`config.mk`:
```
export PLATFORM = sky130hd
export DESIGN_NAME = flags_register
export DESIGN_NICKNAME = d
export VERILOG_FILES = /design/src/rtl/flags_pkg.sv /design/src/rtl/parity_gen.sv /design/src/rtl/flags_register.sv
export SDC_FILE = /design/constraint.sdc
export NUM_CORES = 1
export LEC_CHECK = 0
export BUFFER_PORTS_ARGS = -buffer_cell sky130_fd_sc_hd__buf_2
export CORE_AREA = 3 3 40 42
export DETAILED_ROUTE_END_ITERATION = 10
export DIE_AREA = 0 0 43 45
export MAX_ROUTING_LAYER = met4
export PLACE_DENSITY_LB_ADDON = 0.2
export SLEW_MARGIN = 20
export SYNTH_ARGS = -nofsm -noshare
export SYNTH_HDL_FRONTEND = slang
export SYNTH_SLANG_ARGS = --single-unit
```
`constraint.sdc`:
```
create_clock -name clk -period 1.15 [get_ports clk]
set_input_delay 0 -clock clk [delete_from_list [all_inputs] [get_ports clk]]
set_output_delay 0 -clock clk [all_outputs]
set_load 0.05 [all_outputs]
```
`src/rtl/flags_pkg.sv`:
```
// Shared types and constants for the status-flag register.
// Flag vector layout, MSB to LSB: {OF, SF, ZF, PF, CF}.
package flags_pkg;

  localparam int unsigned FLAG_CF = 0;
  localparam int unsigned FLAG_PF = 1;
  localparam int unsigned FLAG_ZF = 2;
  localparam int unsigned FLAG_SF = 3;
  localparam int unsigned FLAG_OF = 4;

  typedef logic [4:0] flags_t;

  localparam flags_t FLAGS_RST = 5'b0;

endpackage

```
`src/rtl/parity_gen.sv`:
```
// Even-parity generator over one byte: 1 when the number of ones is even.
module parity_gen (
  input  logic [7:0] data,
  output logic       parity
);

  // XNOR-reduce yields 1 for an even count of ones
  assign parity = ~(^data);

endmodule

```
`src/rtl/flags_register.sv`:
```
// Status-flag register placed after the ALU. Captures ZF, SF, CF, OF and PF
// on update_flags and holds them for the branch/condition logic.
// Optional macro FLAGS_LOAD_EN adds a direct flag write port (load_flags,
// load_value) that takes priority over update_flags.
module flags_register
  import flags_pkg::*;
#(
  parameter int unsigned WIDTH = 8
) (
  input  logic             clk,
  input  logic             rst,
  input  logic [WIDTH-1:0] alu_result,
  input  logic             carry_in,
  input  logic             overflow_in,
  input  logic             update_flags,
`ifdef FLAGS_LOAD_EN
  input  logic             load_flags,
  input  logic [4:0]       load_value,
`endif
  output logic             zero_flag,
  output logic             sign_flag,
  output logic             carry_flag,
  output logic             overflow_flag,
  output logic             parity_flag
);

  flags_t flags_d, flags_q;
  logic   parity;

  // PF follows the 8086 rule: low byte only, regardless of WIDTH
  parity_gen u_parity_gen (
    .data   (alu_result[7:0]),
    .parity (parity)
  );

  // Next-state selection: load beats update, otherwise hold
  always_comb begin
    flags_d = flags_q;
`ifdef FLAGS_LOAD_EN
    if (load_flags) begin
      flags_d = flags_t'(load_value);
    end else
`endif
    if (update_flags) begin
      flags_d[FLAG_ZF] = (alu_result == '0);
      flags_d[FLAG_SF] = alu_result[WIDTH-1];
      flags_d[FLAG_CF] = carry_in;
      flags_d[FLAG_OF] = overflow_in;
      flags_d[FLAG_PF] = parity;
    end
  end

  // Flag register with asynchronous clear
  always_ff @(posedge clk or posedge rst) begin
    if (rst) begin
      flags_q <= FLAGS_RST;
    end else begin
      flags_q <= flags_d;
    end
  end

  assign zero_flag     = flags_q[FLAG_ZF];
  assign sign_flag     = flags_q[FLAG_SF];
  assign carry_flag    = flags_q[FLAG_CF];
  assign overflow_flag = flags_q[FLAG_OF];
  assign parity_flag   = flags_q[FLAG_PF];

endmodule

```
==> flow_metrics.tcl, run 1 <==
set metrics [dict create \
    status "complete, no violations" \
    finalCritPeriodShare_pct 73.0 \
    floorplan_core_area_um2 1280 \
    row_cnt 13 \
    clk_pin_slew_ns 0.04 \
    detail_route.first_pass.iterations 1 \
    cts_root_buf "sky130_fd_sc_hd__clkbuf_4" \
    power_frac_comb_pct 37.3 \
    timing.critical_path.arrival_ns 0.84 \
    wire_length_of_the_first_global_routing_pass_um 952 \
    hold_class "in -> reg" \
    top_regs "flags_q x5" \
    clk-insertion-delay-late_ns 0.24 \
    die_area_um2 1940 \
    drtAntennaViolNets 0 \
    layout.cell_area.non_filler_um2 464 \
    timing_worst_setup_path_type "reg -> out" \
    areaGrowthSynthToFinish_pct 52.7 \
    stdcell_count 67 \
    worst_slew_pin_slew_ns 0.251 \
    globalRouteOverflowTotal 0 \
    nNetsFinal 70 \
    worst_slack_setup_final_ns 0.310 \
    power.internal_uw 431 \
    tritoncts "built" \
    timing.max_cap.violations 0 \
    number_of_antenna_violations_at_the_first_check_in_global_routing 0 \
    syn-mean-instance-area_um2 10.9 \
    power.share.sequential_pct 32.8 \
    vias 249 \
    yosysWarningCount 0 \
    hold_viol_final 0 \
    numClockSinks 5 \
    cts_buffers 3 \
    fmaxAchievable_mhz 1190 \
    cp.buffers_inverters 1 \
    drive_gt1_share_pct 46.2 \
    finalSetupViolations 0 \
    die_h_um 45 \
    worstSetupEndpointType "output port" \
    antenna_cells 0 \
    initial_core_util_pct 23.7 \
    grt_pass1_vias 253 \
    dr.first_iter.drc_count 0 \
    detail_route.wl_per_cell_um 8.79 \
    hold-worst-slack_ns 0.00836 \
    max-slew-margin-rel_pct 83.4 \
    largest_register_ffs 5 \
    regMostFlops "flags_q" \
    syn_nets 45 \
    i_o_buffers 17 \
    wirelength_um 589 \
    critical_path.top_delay_family "flip-flops" \
    rsz0062_at_grt "false" \
    final_gp_congestion 0.556 \
    design.portCount 18 \
    synthesis.instances 28 \
    setup_tns_ns 0 \
    grt_start_max_net_pins 6 \
    switching_power_uw 229 \
    startpoint_type "register" \
    detailed_place.area_um2 408 \
    fin_worst_skew_ns 0 \
    synth_seq_cells 5 \
    power.share.clock_pct 30.0 \
    finalMaxSlewViolations 0 \
    h-tree-depth 1 \
    sw_frac_of_total_pct 34.7 \
    power-per-cell-area_nw_per_um2 1420 \
    critical_path_required_ns 1.15 \
    post_synth_instance_area_um2 304 \
    critical-path-slowest-cell "sky130_fd_sc_hd__dfrtp_1" \
    synth_seq_area_share_pct 41.2 \
    dieWidth_um 43 \
    cp_cell_sequence "buf_2" \
    preCtsSetupSlack_ns 0.0594 \
    ys_types 8 \
    cp_slowest_stage_delay_ns 0.34 \
    drt_drc_violations_left 0 \
    crit_fanout 2 \
    cts_buffer_depth 2 \
    post_dr_vias_cell 3.72 \
    finalCriticalPeriod_ns 0.840 \
    n_fill_cell 138 \
    worst_vdd_rail_ir_drop_v 0.000368 \
    grtUsageTotal_pct 7.06 \
    placed_cells 60 \
    power.static_leakage_nw 0.269 \
]
final cells by class:
cell class / instances / area [um^2] / area share (%)
multi-input cells: 13 / 141 / 30.5
flip-flops and latches: 5 / 125 / 27.0
repair buffers: 20 / 115 / 24.8
inverters: 10 / 37.5 / 8.09
clock buffers: 4 / 26.3 / 5.66
well taps: 15 / 18.8 / 4.04
per-stage QoR:
step	utilization [%]	power [mW]
floorplan	-	0.397
global placement	31.7	0.459
detailed placement	31.7	0.464
CTS	35.3	0.673
global route	36.1	0.711
finish	36.1	0.660
cell usage after synthesis, drive strengths merged:
master	instances	share of area, %
mux2	4	16
xnor2	3	8.6
nand4	1	2.1
dfrtp	5	41
inv	10	12
ha	4	16
mux2i	1	3.3
repair_timing:
| item | CTS | global route |
|---|---|---|
| endpoints found under the hold margin | 6 | 1 |
| endpoints found under the setup margin | 0 | 0 |
| hold buffers | 2 | 1 |
| setup buffers | 0 | 0 |
| resized for setup | 0 | 0 |
per-layer routing:
metal / vias up / GRT usage, % / wire length (um)
li1: 133 / - / -
met1: 101 / 8.52 / 251
met2: 15 / 9.58 / 272
met3: 0 / 1.20 / 64
met4: 0 / 7.23 / 0
met5: - / - / 0
power by group through the flow:
stage / sequential [mW] / combinational (mW) / clock (mW)
6_report: 0.216 / 0.246 / 0.198
5_1_grt: 0.221 / 0.263 / 0.227
4_1_cts: 0.218 / 0.249 / 0.207
3_5_place_dp: 0.220 / 0.243 / 0
3_3_place_gp: 0.220 / 0.238 / 0
2_1_floorplan: 0.314 / 0.0827 / 0
logic make-up after synthesis:
group	Yosys count	synth area share (%)
XOR/XNOR	3	8.64
buffers and inverters	10	12.3
multiplexers	5	19.3
adder cells (fa/ha/maj)	4	16.5
flip-flops	5	41.2
AND/OR/NAND/NOR	1	2.06
placed cells by master, fill, tap and decap left out:
cell type,instances
sky130_fd_sc_hd__dfrtp_1,5
sky130_fd_sc_hd__nand4_1,1
sky130_fd_sc_hd__xnor2_1,3
sky130_fd_sc_hd__inv_1,10
sky130_fd_sc_hd__buf_2,17
sky130_fd_sc_hd__dlygate4sd3_1,3
sky130_fd_sc_hd__ha_1,4
sky130_fd_sc_hd__mux2_2,3
sky130_fd_sc_hd__clkbuf_1,1
sky130_fd_sc_hd__mux2_4,1
sky130_fd_sc_hd__clkbuf_4,3
sky130_fd_sc_hd__mux2i_1,1
path summary, 6_finish.rpt:
check                         startpoint          end  slack (ns)  depth (start not counted)
setup / recovery              flags_q[1]  parity_flag        0.31                          1
hold / removal             alu_result[7]   flags_q[3]       0.008                          2
setup reg to reg              flags_q[1]   flags_q[1]        0.40                          1
hold reg to reg               flags_q[4]   flags_q[4]        0.50                          1
max in group asynchronous            rst   flags_q[1]        0.78                          3
min in group asynchronous            rst   flags_q[4]        0.20                          3
Note: power is estimated with default switching activity, not from simulation.
==> run 2, diff against run 1 <==
==> constraint.sdc (replaced) <==
create_clock -name clk -period 0.8 [get_ports clk]
set_input_delay 0 -clock clk [delete_from_list [all_inputs] [get_ports clk]]
set_output_delay 0 -clock clk [all_outputs]
set_load 0.05 [all_outputs]
==> flow_metrics.tcl, run 2 (same netlist as run 1, synthesis figures left out) <==
set metrics [dict create \
    power.share.sequential_pct 31.4 \
    power.static_leakage_nw 0.273 \
    cts_buffers 3 \
    clk-insertion-delay-late_ns 0.24 \
    critical_path.top_delay_family "flip-flops" \
    cp_cell_sequence "buf_6" \
    final_gp_congestion 0.630 \
    h-tree-depth 1 \
    dieWidth_um 43 \
    min_to "flags_q[0]" \
    post_dr_vias_cell 3.86 \
    globalRouteOverflowTotal 0 \
    rsz0062_at_grt "true" \
    grt_start_max_net_pins 6 \
    startpoint_type "register" \
    critical_path_required_ns 0.80 \
    power_frac_comb_pct 41.5 \
    timing.critical_path.arrival_ns 0.80 \
    stdcell_count 66 \
    detail_route.first_pass.iterations 1 \
    sw_frac_of_total_pct 33.8 \
    power-per-cell-area_nw_per_um2 1900 \
    finalCriticalPeriod_ns 0.800 \
    vias 255 \
    n_fill_cell 132 \
    worstReg2RegEnd "flags_q[0]" \
    clk_pin_slew_ns 0.04 \
    worst_slack_setup_final_ns 0.000316 \
    grtUsageTotal_pct 7.61 \
    timing.max_cap.violations 0 \
    top_regs "flags_q x5" \
    power.share.clock_pct 27.1 \
    cp_slowest_stage_delay_ns 0.41 \
    finalSetupViolations 0 \
    hold_class "in -> reg" \
    drtAntennaViolNets 0 \
    areaGrowthSynthToFinish_pct 81.9 \
    dr.first_iter.drc_count 0 \
    layout_commonest_cell "sky130_fd_sc_hd__buf_2" \
    fmaxAchievable_mhz 1250 \
    antenna_cells 0 \
    die_area_um2 1940 \
    detailed_place_hpwl_um 512 \
    drive_gt1_share_pct 76.5 \
    initial_core_util_pct 23.7 \
    number_of_antenna_violations_at_the_first_check_in_global_routing 0 \
    detail_route.wl_per_cell_um 9.12 \
    design.portCount 18 \
    numClockSinks 5 \
    wirelength_um 602 \
    timing_worst_setup_path_type "reg -> out" \
    critical-path-slowest-cell "sky130_fd_sc_hd__dfrtp_2" \
    finalCritPeriodShare_pct 100 \
    worstSetupEndpointType "output port" \
    worst_vdd_rail_ir_drop_v 0.000517 \
    cts_buffer_depth 2 \
    status "complete, no violations" \
    row_cnt 13 \
    min_from "carry_in" \
    regMostFlops "flags_q" \
    placed_cells 60 \
    finalMaxSlewViolations 0 \
    fin_worst_skew_ns 0 \
    tritoncts "built" \
    cp.buffers_inverters 1 \
    reg2reg_from "flags_q[0]" \
    drt_drc_violations_left 0 \
    postCtsSetupRepairBufs 0 \
    worst_slew_pin_slew_ns 0.182 \
    max-slew-margin-rel_pct 87.8 \
    i_o_buffers 17 \
    grt_pass1_vias 268 \
    worst-r2r-setup-slack_ns 0.0003 \
    wire_length_of_the_first_global_routing_pass_mm 1.01 \
    hold_depth 2 \
    preCtsSetupSlack_ns -0.257 \
    crit_fanout 2 \
    rr_worst_depth 1 \
    floorplan_core_area_um2 1280 \
    cts_root_buf "sky130_fd_sc_hd__clkbuf_4" \
    hold_viol_final 0 \
    nNetsFinal 69 \
    switching_power_uw 355 \
    die_h_um 45 \
    largest_register_ffs 5 \
    leading_cell_types_in_the_layout_fill_and_taps_excluded "sky130_fd_sc_hd__buf_2 (12), sky130_fd_sc_hd__inv_2 (5), sky130_fd_sc_hd__inv_1 (5), sky130_fd_sc_hd__dfrtp_2 (5), sky130_fd_sc_hd__buf_6 (5)" \
    power.internal_uw 697 \
]
run 2: changes by cell type in the layout (fill, tap and decap cells not counted), moves of 4 or more:
cell                      previous run  this run
sky130_fd_sc_hd__dfrtp_2             0         5
sky130_fd_sc_hd__inv_1              10         5
sky130_fd_sc_hd__dfrtp_1             5         0
sky130_fd_sc_hd__ha_1                4         0
sky130_fd_sc_hd__buf_2              17        12
sky130_fd_sc_hd__inv_2               0         5
sky130_fd_sc_hd__ha_4                0         4
sky130_fd_sc_hd__buf_6               0         5
run 2: cell type report:
cell class / count / area (um^2) / share of cell area, %
multi-input cells: 13 / 203 / 36.7
repair buffers: 19 / 136 / 24.7
flip-flops and latches: 5 / 131 / 23.8
inverters: 10 / 37.5 / 6.79
clock buffers: 4 / 26.3 / 4.75
well taps: 15 / 18.8 / 3.39
run 2: how the worst max path moves through the flow:
stage,from,end,slack [ns],cells after the start
6_report,flags_q[1],parity_flag,0.0003,1
5_1_grt,flags_q[1],parity_flag,-0.02,1
4_1_cts,flags_q[0],flags_q[0],-0.01,1
3_5_place_dp,alu_result[0],flags_q[1],-0.26,6
3_3_place_gp,alu_result[0],flags_q[1],-0.25,6
2_1_floorplan,flags_q[1],flags_q[1],-0.11,1
run 2: per-stage QoR:
| step | hold WS [ns] | utilization, % | setup TNS [ns] | cell area, um^2 | power (mW) |
|---|---|---|---|---|---|
| after floorplan | -0.221 | - | -0.417 | 360 | 0.599 |
| after global placement | -0.0968 | 36.1 | -0.253 | 464 | 0.692 |
| after detailed placement | -0.0996 | 36.1 | -0.257 | 464 | 0.695 |
| after CTS | 0.0152 | 42.7 | -0.0344 | 549 | 1.07 |
| after global routing | 0.0183 | 43.0 | -0.106 | 553 | 1.11 |
| final | 0.0111 | 43.0 | 0 | 553 | 1.05 |
run 2: per-layer routing:
metal	GRT usage [%]	vias to the layer above	wire length (um)
met2	12.0	13	307
li1	-	131	-
met3	0.398	2	51
met1	7.88	109	228
met5	-	-	0
met4	9.04	0	15
run 2: repair_timing:
item / CTS / global route
endpoints found under the hold margin: 6 / 0
pin swaps: 0 / 1
endpoints found under the setup margin: 7 / 8
hold buffers: 2 / 0
resized for setup: 11 / 2
run 2: power groups by stage:
stage,combinational (mW),clock (mW),sequential [mW]
floorplan,0.140,0,0.460
global placement,0.370,0,0.322
detailed placement,0.373,0,0.323
CTS,0.440,0.299,0.330
global route,0.463,0.308,0.337
finish,0.436,0.285,0.330
==> run 3, diff against run 2 <==
--- a/config.mk
+++ b/config.mk
@@ -11,6 +11,7 @@
 export DIE_AREA = 0 0 43 45
 export MAX_ROUTING_LAYER = met4
 export PLACE_DENSITY_LB_ADDON = 0.2
+export REMOVE_ABC_BUFFERS = 1
 export SLEW_MARGIN = 20
 export SYNTH_ARGS = -nofsm -noshare
 export SYNTH_HDL_FRONTEND = slang
==> flow_metrics.tcl, run 3 (same netlist as run 1, synthesis figures left out) <==
set metrics [dict create \
    h-tree-depth 1 \
    finalCriticalPeriod_ns 0.793 \
    worstSetupEndpointType "register" \
    crit_fanout 1 \
    power-per-cell-area_nw_per_um2 1890 \
    grt_pass1_vias 252 \
    floorplan_core_area_um2 1280 \
    nNetsFinal 70 \
    tritoncts "built" \
    cp_slowest_stage_delay_ns 0.25 \
    critical_path_required_ns 0.92 \
    cts_buffer_depth 2 \
    i_o_buffers 17 \
    grtUsageTotal_pct 6.89 \
    startpoint_type "primary input" \
    drtAntennaViolNets 0 \
    antenna_cells 0 \
    cts_buffers 3 \
    wire_length_of_the_first_global_routing_pass_um 938 \
    status "complete, no violations" \
    worst_vdd_rail_ir_drop_v 0.000536 \
    fmaxAchievable_mhz 1260 \
    largest_register_ffs 5 \
    timing.critical_path.arrival_ns 0.91 \
    max-slew-margin-rel_pct 87.2 \
    finalSetupViolations 0 \
    grt_start_max_net_pins 6 \
    detail_route.first_pass.iterations 4 \
    worst_slew_pin_slew_ns 0.192 \
    number_of_antenna_violations_at_the_first_check_in_global_routing 0 \
    timing_worst_setup_path_type "in -> reg" \
    regMostFlops "flags_q" \
    clk-insertion-delay-late_ns 0.24 \
    numClockSinks 5 \
    drive_gt1_share_pct 63.5 \
    rsz0062_at_grt "true" \
    final_gp_congestion 0.562 \
    timing.max_cap.violations 0 \
    dr.first_iter.drc_count 1 \
    wirelength_um 678 \
    row_cnt 13 \
    power.static_leakage_nw 0.279 \
    top_regs "flags_q x5" \
    critical-path-slowest-cell "sky130_fd_sc_hd__mux2_4" \
    stdcell_count 67 \
    drt_drc_violations_left 0 \
    hold_class "in -> reg" \
    finalCritPeriodShare_pct 99.2 \
    hold_viol_final 0 \
    cts_root_buf "sky130_fd_sc_hd__clkbuf_4" \
    n_fill_cell 134 \
    areaGrowthSynthToFinish_pct 81.9 \
    dieWidth_um 43 \
    placed_cells 60 \
    layout_commonest_cell "sky130_fd_sc_hd__buf_2" \
    design.portCount 18 \
    finalMaxSlewViolations 0 \
    leading_cell_types_in_the_layout_fill_and_taps_excluded "sky130_fd_sc_hd__buf_2 (12), sky130_fd_sc_hd__inv_1 (6), sky130_fd_sc_hd__dfrtp_1 (5), sky130_fd_sc_hd__buf_6 (5)" \
    cp_cell_sequence "buf_2, inv_1, ha_4, xnor2_2, xnor2_1, mux2_4" \
    detail_route.wl_per_cell_um 10.1 \
    finalPower_mw 1.05 \
    vias 271 \
    hold-worst-slack_ns 0.0241 \
    globalRouteOverflowTotal 0 \
    clk_pin_slew_ns 0.04 \
    post_dr_vias_cell 4.04 \
    fin_worst_skew_ns 0 \
    initial_core_util_pct 23.7 \
    die_area_um2 1940 \
    die_h_um 45 \
]
==> run 3: critical path: cells and delay by family <==
family | cells | cell delay [ns]
fa+ha+maj | 1 | 0.21
xor+xnor | 2 | 0.27
buf+inv | 2 | 0.18
mux | 1 | 0.25
==> run 3: worst paths after layout <==
check	start	endpoint	slack, ns	cells after the start
worst min register to register	flags_q[4]	flags_q[4]	0.53	1
min in group asynchronous	rst	flags_q[4]	0.21	3
worst min-delay path	alu_result[7]	flags_q[3]	0.02	2
worst max-delay path	alu_result[5]	flags_q[1]	0.007	6
worst max register to register	flags_q[1]	flags_q[1]	0.03	1
max in group asynchronous	rst	flags_q[0]	0.42	3
==> run 3: stage by stage <==
| step | TNS [ns] | setup WS [ns] | area [um^2] | util (%) |
|---|---|---|---|---|
| after global placement | -0.280 | -0.280 | 408 | 31.7 |
| after floorplan | -0.826 | -0.194 | 304 | - |
| after global routing | -0.0488 | -0.0303 | 553 | 43.0 |
| final | 0 | 0.00667 | 553 | 43.0 |
| after CTS | 0 | 0.000837 | 517 | 40.2 |
| after detailed placement | -0.271 | -0.271 | 408 | 31.7 |
==> run 3: report_power, final <==
part / leakage, nW / switching [mW] / total [mW] / internal [mW]
Clock: 0.0150 / 0.0937 / 0.282 / 0.188
Sequential: 0.0607 / 0.0277 / 0.320 / 0.293
Combinational: 0.204 / 0.233 / 0.444 / 0.211
==> run 3: final cells by class <==
cell class / instances / area (um^2) / share of cell area [%]
flip-flops and latches: 5 / 125 / 22.6
multi-input cells: 13 / 199 / 36.0
clock buffers: 4 / 26.3 / 4.75
well taps: 15 / 18.8 / 3.39
inverters: 10 / 37.5 / 6.79
repair buffers: 20 / 146 / 26.5
==> run 3: per-layer routing <==
| metal | vias up | routed length [um] | global-route usage, % |
|---|---|---|---|
| li1 | 134 | - | - |
| met1 | 116 | 294 | 8.29 |
| met2 | 19 | 303 | 10.2 |
| met5 | - | 0 | - |
| met4 | 0 | 17 | 7.23 |
| met3 | 2 | 63 | 0 |
==> run 3: timing repair <==
item,in CTS,in global routing
hold buffers,3,0
endpoints found under the setup margin,6,3
setup buffers,0,0
hold endpoints to repair,7,0
pin swaps,5,4
resized for setup,13,6
